===== src/rtl/ram4002_responder.sv =====
// ram4002_responder: RAM-side responder for the MCS-4 data bus.
//
// Tracks the eight-subcycle instruction cycle (A1..X3) from SYNC and the
// phase strobes, latches SRC addresses and executes RAM I/O opcodes gated by
// CM-RAM. Holds 4 registers x (16 main + 4 status) nibbles and drives read
// data onto the bus for the whole X2 subcycle.
//
// Optional feature: define RAM4002_OUTPUT_PORT_EN to build the output port
// latch written by WMP. When it is undefined, port_out is tied to zero and
// WMP does nothing.
//
// Ports:
//   sysclk    in   system clock, the only clock
//   poc_n     in   asynchronous active-low reset
//   clk1      in   phase-1 strobe; qualifies data_in capture
//   clk2      in   phase-2 strobe; its falling edge advances the subcycle
//   sync      in   SYNC from the CPU, high during X3
//   cm_ram    in   CM-RAM select for this bank
//   data_in   in   bus nibble as seen at the pins
//   data_out  out  nibble to drive (zero when not driving)
//   data_oe   out  bus drive enable
//   port_out  out  output port latch
module ram4002_responder #(
  parameter logic [1:0] CHIP_ID = 2'd0
) (
  input  logic       sysclk,
  input  logic       poc_n,
  input  logic       clk1,
  input  logic       clk2,
  input  logic       sync,
  input  logic       cm_ram,
  input  logic [3:0] data_in,
  output logic [3:0] data_out,
  output logic       data_oe,
  output logic [3:0] port_out
);

  typedef enum logic [3:0] {
    StUnsync, StA1, StA2, StA3, StM1, StM2, StX1, StX2, StX3
  } state_e;

  state_e     state_q, state_d;
  logic       clk2_q;
  logic [3:0] din_q;
  logic [3:0] opa_q, opa_d;
  logic       io_pend_q, io_pend_d;
  logic       src_pend_q, src_pend_d;
  logic       sel_q, sel_d;
  logic [1:0] reg_q, reg_d;
  logic [3:0] chr_q, chr_d;
  logic       adv;
  logic       main_we, stat_we;

  logic [3:0] main_q [4][16];
  logic [3:0] stat_q [4][4];

  assign adv = clk2_q & ~clk2;

  always_ff @(posedge sysclk or negedge poc_n) begin
    if (!poc_n) begin
      clk2_q     <= 1'b0;
      din_q      <= 4'h0;
      state_q    <= StUnsync;
      opa_q      <= 4'h0;
      io_pend_q  <= 1'b0;
      src_pend_q <= 1'b0;
      sel_q      <= 1'b0;
      reg_q      <= 2'd0;
      chr_q      <= 4'h0;
    end else begin
      clk2_q <= clk2;
      // Bus value is only trusted while phase 1 is asserted; held until adv.
      if (clk1) din_q <= data_in;
      state_q    <= state_d;
      opa_q      <= opa_d;
      io_pend_q  <= io_pend_d;
      src_pend_q <= src_pend_d;
      sel_q      <= sel_d;
      reg_q      <= reg_d;
      chr_q      <= chr_d;
    end
  end

`ifdef RAM4002_OUTPUT_PORT_EN
  logic       port_we;
  logic [3:0] port_q;

  always_ff @(posedge sysclk or negedge poc_n) begin
    if (!poc_n)       port_q <= 4'h0;
    else if (port_we) port_q <= din_q;
  end

  assign port_out = port_q;
`else
  assign port_out = 4'h0;
`endif

  always_comb begin
    state_d    = state_q;
    opa_d      = opa_q;
    io_pend_d  = io_pend_q;
    src_pend_d = src_pend_q;
    sel_d      = sel_q;
    reg_d      = reg_q;
    chr_d      = chr_q;
    main_we    = 1'b0;
    stat_we    = 1'b0;
`ifdef RAM4002_OUTPUT_PORT_EN
    port_we    = 1'b0;
`endif
    if (adv) begin
      if (sync && state_q != StX3) begin
        // Resync: realign to A1 and drop any half-finished transaction.
        state_d    = StA1;
        io_pend_d  = 1'b0;
        src_pend_d = 1'b0;
      end else begin
        unique case (state_q)
          StUnsync: state_d = StUnsync;
          StA1:     state_d = StA2;
          StA2:     state_d = StA3;
          StA3:     state_d = StM1;
          StM1:     state_d = StM2;
          StM2: begin
            state_d   = StX1;
            io_pend_d = cm_ram;
            if (cm_ram) opa_d = din_q;
          end
          StX1:     state_d = StX2;
          StX2: begin
            state_d = StX3;
            if (io_pend_q && sel_q) begin
              unique case (opa_q)
                4'h0: main_we = 1'b1;
`ifdef RAM4002_OUTPUT_PORT_EN
                4'h1: port_we = 1'b1;
`endif
                4'h4, 4'h5, 4'h6, 4'h7: stat_we = 1'b1;
                default: ;
              endcase
            end
            // SRC high nibble; suppressed when an I/O op owns this X2.
            if (!io_pend_q && cm_ram) begin
              sel_d      = (din_q[3:2] == CHIP_ID);
              reg_d      = din_q[1:0];
              src_pend_d = 1'b1;
            end
          end
          StX3: begin
            state_d = StA1;
            if (src_pend_q) begin
              chr_d      = din_q;
              src_pend_d = 1'b0;
            end
          end
          default: state_d = StUnsync;
        endcase
      end
    end
  end

  always_ff @(posedge sysclk or negedge poc_n) begin
    if (!poc_n) begin
      for (int i = 0; i < 4; i++) begin
        for (int j = 0; j < 16; j++) main_q[i][j] <= 4'h0;
        for (int j = 0; j < 4; j++)  stat_q[i][j] <= 4'h0;
      end
    end else begin
      if (main_we) main_q[reg_q][chr_q] <= din_q;
      if (stat_we) stat_q[reg_q][opa_q[1:0]] <= din_q;
    end
  end

  logic rd_main, rd_stat;

  always_comb begin
    rd_main  = (opa_q == 4'h8) || (opa_q == 4'h9) || (opa_q == 4'hB);
    rd_stat  = (opa_q[3:2] == 2'b11);
    data_oe  = (state_q == StX2) && io_pend_q && sel_q && (rd_main || rd_stat);
    data_out = 4'h0;
    if (data_oe) begin
      data_out = rd_main ? main_q[reg_q][chr_q] : stat_q[reg_q][opa_q[1:0]];
    end
  end

endmodule


===== config.mk =====
export PLATFORM = sky130hd
export DESIGN_NAME = ram4002_responder
export DESIGN_NICKNAME = d
export VERILOG_FILES = /design/src/rtl/ram4002_responder.sv
export SDC_FILE = /design/constraint.sdc
export NUM_CORES = 1
export LEC_CHECK = 0
export ABC_AREA = 1
export CAP_MARGIN = 20
export CELL_PAD_IN_SITES_DETAIL_PLACEMENT = 1
export CELL_PAD_IN_SITES_GLOBAL_PLACEMENT = 2
export CORE_MARGIN = 5
export CORE_UTILIZATION = 36
export CTS_BUF_LIST = sky130_fd_sc_hd__clkbuf_8
export DETAILED_ROUTE_END_ITERATION = 7
export MAX_ROUTING_LAYER = met4
export PLACE_DENSITY = 0.77
export SYNTH_ARGS = -nofsm -noshare
export SYNTH_HDL_FRONTEND = slang
export SYNTH_SLANG_ARGS = --single-unit

===== constraint.sdc =====
create_clock -name sysclk -period 1.77 [get_ports sysclk]
set_input_delay 0.177 -clock sysclk [delete_from_list [all_inputs] [get_ports sysclk]]
set_output_delay 0.177 -clock sysclk [all_outputs]
set_load 0.01 [all_outputs]

# Word level (Yosys, flattened, before mapping)
# Index checks and enable logic that the tools add are counted.
[totals]
ff_bits = 342
input_bits = 10
output_inout_bits = 9
wordCells = 183
[op_classes]
n_lt_le_gt_ge = 6
n_eq_ne = 18
mux = 41
bitwise_logic = 6
reduce_logical = 23
[ops]
columns = ["cell", "n"]
rows = [
  ["256-bit bitwise mux", 1],
  ["64-bit 2-to-1 mux", 3],
  ["64-bit binary-select mux with 2-bit select", 1],
  ["64-bit demux with 2-bit select", 1],
  ["64-bit bitwise mux", 1],
  ["16-bit 2-to-1 mux", 3],
  ["4-bit 2-to-1 mux", 9],
  ["16-bit binary-select mux with 2-bit select", 1],
  ["16-bit demux with 2-bit select", 1],
  ["4-bit by 3-bit equality test with 1-bit output (second input constant)", 8],
  ["4-bit case mux with 8 select lines", 1],
  ["4-bit binary-select mux with 4-bit select", 1],
  ["4-bit demux with 4-bit select", 1],
  ["4-bit equality test (second input constant)", 4],
  ["1-bit 2-to-1 mux", 14],
  ["4-bit AND reduction", 3],
  ["1-bit logical AND", 9],
  ["4-bit binary-select mux with 2-bit select", 1],
  ["4-bit demux with 2-bit select", 1],
  ["4-bit by 2-bit equality test with 1-bit output (second input constant)", 2],
  ["3-bit greater-or-equal comparator (second input constant)", 2],
  ["3-bit by 1-bit < comparator with 1-bit output (second input constant)", 2],
  ["2-bit inverter with 3-bit output", 2],
  ["5-bit greater-or-equal comparator (second input constant)", 1],
  ["18 further kinds", 21],
]

# Longest topological paths before layout
# Gate-level depths: netlist of the first run.
[logic_depth]
word_depth = 9
depth_mapped = 15
depth_no_buf = 13

# Worst setup path before layout of the first run
# No wires, ideal clock.
[synth_path]
kind = "register -> output"
start = "register reg_q[0]"
end = "output port data_out[0]"
t_arrival_ps = 1703
required_ps = 1593
setup_slack_ps = -110
path_stages_with_launch = 12
n_path_buf = 3
path_cell_list = "dfrtp_1 > buf_2 > nand2_1 > inv_2 > buf_2 > buf_1 > a22oi_1 > nand2_1 > nand2_1 > nand3_1 > o21ai_0 > nor2_1"
[synth_via]
elab_chain_len = 9
[synth_rtl]
columns = ["item", "line_no", "rtl"]
rows = [
  ["from (decl)", "49", "logic [1:0] reg_q, reg_d;"],
  ["from (signal assigned)", "79", "reg_q <= reg_d;"],
  ["2-bit inverter with 3-bit output (not written as such) (*)", "182", "data_out = rd_main ? main_q[reg_q][chr_q] : stat_q[reg_q][opa_q[1:0]];"],
  ["64-bit binary-select mux with 2-bit select / 16-bit binary-select mux with 2-bit select (equally long branches)", "182", ""],
  ["64-bit 2-to-1 mux (not written as such) / 16-bit 2-to-1 mux (equally long branches) (2 in a row)", "182", ""],
  ["4-bit binary-select mux with 4-bit select / 4-bit binary-select mux with 2-bit select (equally long branches)", "182", ""],
  ["4-bit 2-to-1 mux (not written as such) (2 in a row)", "182", ""],
  ["4-bit 2-to-1 mux (*)", "182", ""],
  ["4-bit 2-to-1 mux (*)", "181", "if (data_oe) begin"],
  ["to (decl)", "33", "output logic [3:0] data_out,"],
]
# Mark *: on every way between the ends. The rest lies on a longest branch, timed or not. The select of a mux whose other input is x is not followed.

# Final worst setup path of the first run
# Same ends and word-level chain as after synthesis.

==> flow_summary.json, run 1 <==
{
  "postLayoutCellArea_sq_um": 23600,
  "finalSetupTns_ps": -89230,
  "area_growth_pct": 48.7,
  "drt-initial-drc-count": 714,
  "grt_pass1_vias": 15951,
  "p_comb_share_pct": 14.1,
  "end_kind": "output port",
  "cp_top_family": "simple AND/OR/NAND/NOR gates",
  "placed_cell_area_sq_um": 18400,
  "cts.sinks": 342,
  "fin_crit_sh_pct": 164,
  "drv_cap": 0,
  "routed-via-count": 14825,
  "rr_startpoint": "reg_q[0]",
  "worstSetupPathType": "reg -> out",
  "ir_drop_v": 0.000579,
  "seq_area_sq_um": 8560,
  "pwr-share-seq_pct": 43.0,
  "routed_via_density": 5.18,
  "syn_inst": 1950,
  "finalNonFillerCells": 2864,
  "arrival_ps": 2730,
  "synth.area.top_cells": "dfrtp_1, nand2_1, o21ai_0",
  "cts-root-buf": "clkbuf_8",
  "slew_viol_final": 0,
  "path_buf_inv": 5,
  "synth-main-ff-cell": "dfrtp_1",
  "antenna_found_initial": 0,
  "cts-htree-levels": 3,
  "clkTransAtPathRegs_ps": 60,
  "n_antenna_cell": 0,
  "power_mw": 18.5,
  "switching_power_mw": 5.19,
  "synth_area_sq_um": 15900,
  "crit_slowest_cell": "dfrtp_2",
  "crit_top_cell": "nand2_1",
  "status": "complete, but fails checks",
  "dr.pass1.iters": 5,
  "required_ps": 1590,
  "die_w_microns": 220,
  "hold_end": "din_q[2]",
  "clock_power_share_pct": 42.9,
  "finalHoldViolations": 0,
  "fin_crit_ps": 2900,
  "remaining_drc_errors": 0,
  "cts_inserted_buffers": 66,
  "cts_tree": "yes",
  "r2r_slack_ps": -430,
  "grt_max_degree": 72,
  "relSlewSlack_pct": 34.6,
  "fin_nets": 2237,
  "p_per_area_nw_per_um2": 781,
  "synth-seq-cells": 342,
  "worstHoldStart": "data_in[2]",
  "yosys.area.top_type_share_pct": 53.8,
  "die_h_microns": 220,
  "yosysTopAreaCell": "dfrtp_1",
  "antenna_left": 0,
  "dp_cells": 2664,
  "reg2reg_to": "main_q[153]",
  "yosysWarnings": 0,
  "hold_depth": 3,
  "hpwl_microns": 34600,
  "min_path_type": "in -> reg",
  "synthDistinctLibCells": 30,
  "core_sq_um": 43900,
  "grt.total_usage_pct": 24.8,
  "utilization_pct": 53.8,
  "grt_setup_unrepaired": "true",
  "setup_viol": 302,
  "grt-ovfl-total": 0,
  "synthArstFlopShare_pct": 100,
  "multi_input_area_sq_um": 9240,
  "power_leakage_nw": 10.5,
  "ys_seq_area_share_pct": 53.8,
  "synthTopCellsByCount": "nand2_1, dfrtp_1, o21ai_0",
  "p_sw_share_pct": 28.1,
  "portBuffers": 14,
  "dp_slack_ps": -1070,
  "hold_ws_ps": 111,
  "drive_above_1_share_pct": 41.3,
  "r2r_cells": 12,
  "cts_buffer_depth": 3,
  "synth-edff-count": 0,
  "cp-start-kind": "flip-flop",
  "grt_pass1_wl_microns": 91000,
  "avgRoutedWirePerCell_microns": 20.7,
  "fmax_ghz": 0.344,
  "die_area_sq_um": 48500,
  "finalClockSkew_ps": 30.8,
  "gp_congestion": 0.862,
  "worstMarginPinSlew_ps": 980,
  "path_max_fanout": 15,
  "intPower_mw": 13.3,
  "wirelength_microns": 59200,
  "num_rows": 77,
  "path_depth": 15,
  "slowest_delay_ps": 470,
  "violations": "negative setup slack",
  "io_pins": 19,
  "fin_ws_ps": -1130,
  "cp_cell_sequence": "buf_6 > nand2_4 > inv_8 > buf_12 > nand2_1 > nand3_1 > nand2_1 > nand2_1 > nor2_2 > nand2_1 > inv_1 > nand2_2 > nor2_4 > nor2_2 > buf_2",
  "fillCellCount": 4972,
  "insertion_delay_ps": 640,
  "yosysMostFrequentCell": "nand2_1",
  "synth.avg_cell_area_sq_um": 8.15,
  "initial_core_util_pct": 36.2
}
-- routing by layer --
layer	global-route usage (%)	vias up	routed length [microns]
li1	-	6983	-
met1	30.6	7488	25300
met2	42.3	216	30200
met3	3.56	138	1650
met4	7.99	0	2030
met5	-	-	0
-- power by group through the flow --
stage | sequential, mW | combinational (mW) | clock, mW
5_1_grt | 7.93 | 2.76 | 8.52
2_1_floorplan | 8.06 | 0.736 | 0
3_3_place_gp | 8.06 | 1.88 | 0
3_5_place_dp | 8.06 | 1.90 | 0
4_1_cts | 7.93 | 2.40 | 8.12
6_report | 7.93 | 2.60 | 7.93
-- cells in the final DEF (no fill, tap or decap), types with 4 or more instances in the layout --
cell	netlist	layout
a21oi_1	18	16
nor2_2	7	16
inv_2	3	13
nor2_1	40	18
buf_12	4	67
buf_8	0	14
nand2_4	40	77
o21ai_2	15	121
o21ai_0	212	77
clkinv_2	0	4
conb_1	1	4
nand2_2	0	226
clkdlybuf4s50_1	0	8
nor2_4	5	18
nand3_2	0	5
o21ai_1	145	172
nand2_1	888	561
a22oi_2	0	6
nand3_1	32	27
dlygate4sd3_1	0	4
a22oi_1	34	28
buf_16	0	11
inv_1	37	46
nand4_1	25	25
clkbuf_8	0	85
dfrtp_1	342	340
clkbuf_16	0	4
nand2_8	0	64
buf_4	5	160
buf_6	0	29
-- state kept, by name (all words and copies together) (netlist names) --
signal and flops:
din_q 4, chr_q 4, src_pend_q 1, clk2_q 1, main_q 256, sel_q 1, opa_q 4, state_q 4
stat_q 64, reg_q 2, io_pend_q 1
-- layout make-up --
| class | instances | area share, % |
|---|---|---|
| Clock buffer | 85 | 4.95 |
| Sequential cell | 342 | 36.2 |
| Tap cell | 592 | 3.13 |
| Inverter | 40 | 0.736 |
| Clock inverter | 28 | 0.587 |
| Timing Repair Buffer | 300 | 15.3 |
| Multi-Input combinational cell | 1477 | 39.1 |
-- cells by family (layout without fill, tap and decap cells) --
logic type,after synthesis,after routing,synth area share [%]
xor gates and xnor gates,1,1,0.0551
buffers and inverters,134,453,3.76
AOI/OAI and AO/OA,429,429,14.5
DFF,342,342,53.8
other,1,4,0.0236
and+or+nand+nor,1043,1043,27.9
-- worst max path at each step --
stage | start | end
after global placement | reg_q[0] | data_out[0]
after floorplan | state_q[1] | main_q[95]
after global routing | reg_q[0] | data_out[2]
final | reg_q[0] | data_out[0]
after CTS | reg_q[0] | data_out[0]
after detailed placement | reg_q[0] | data_out[0]
-- worst register-to-register path: stages (launching register included) --
cell     delay, ps
dfrtp_2        460
buf_6          160
inv_12          60
nor2_4         210
buf_12         200
buf_8          130
inv_4           30
nor2_4         230
buf_12         210
buf_12         150
nand2_8         80
nand2_2         60
o21ai_1         50
-- repair_timing --
item / CTS / global route
setup endpoints to repair: 308 / 330
hold buffers: 4 / 0
gates cloned: 12 / 3
buffers inserted: 44 / 34
gates resized for setup: 479 / 411
pin swaps: 102 / 152
endpoints found under the hold margin: 343 / 0
Note: power is estimated with default switching activity, not from simulation.
==> run 2: changes to the inputs <==
--- a/config.mk
+++ b/config.mk
@@ -6,6 +6,7 @@
 export NUM_CORES = 1
 export LEC_CHECK = 0
 export ABC_AREA = 1
+export ABC_CLOCK_PERIOD_IN_PS = 1770
 export CAP_MARGIN = 20
 export CELL_PAD_IN_SITES_DETAIL_PLACEMENT = 1
 export CELL_PAD_IN_SITES_GLOBAL_PLACEMENT = 2
==> results of run 2 <==
Same layout as run 1: the final DEF is identical, and so are final timing and power.
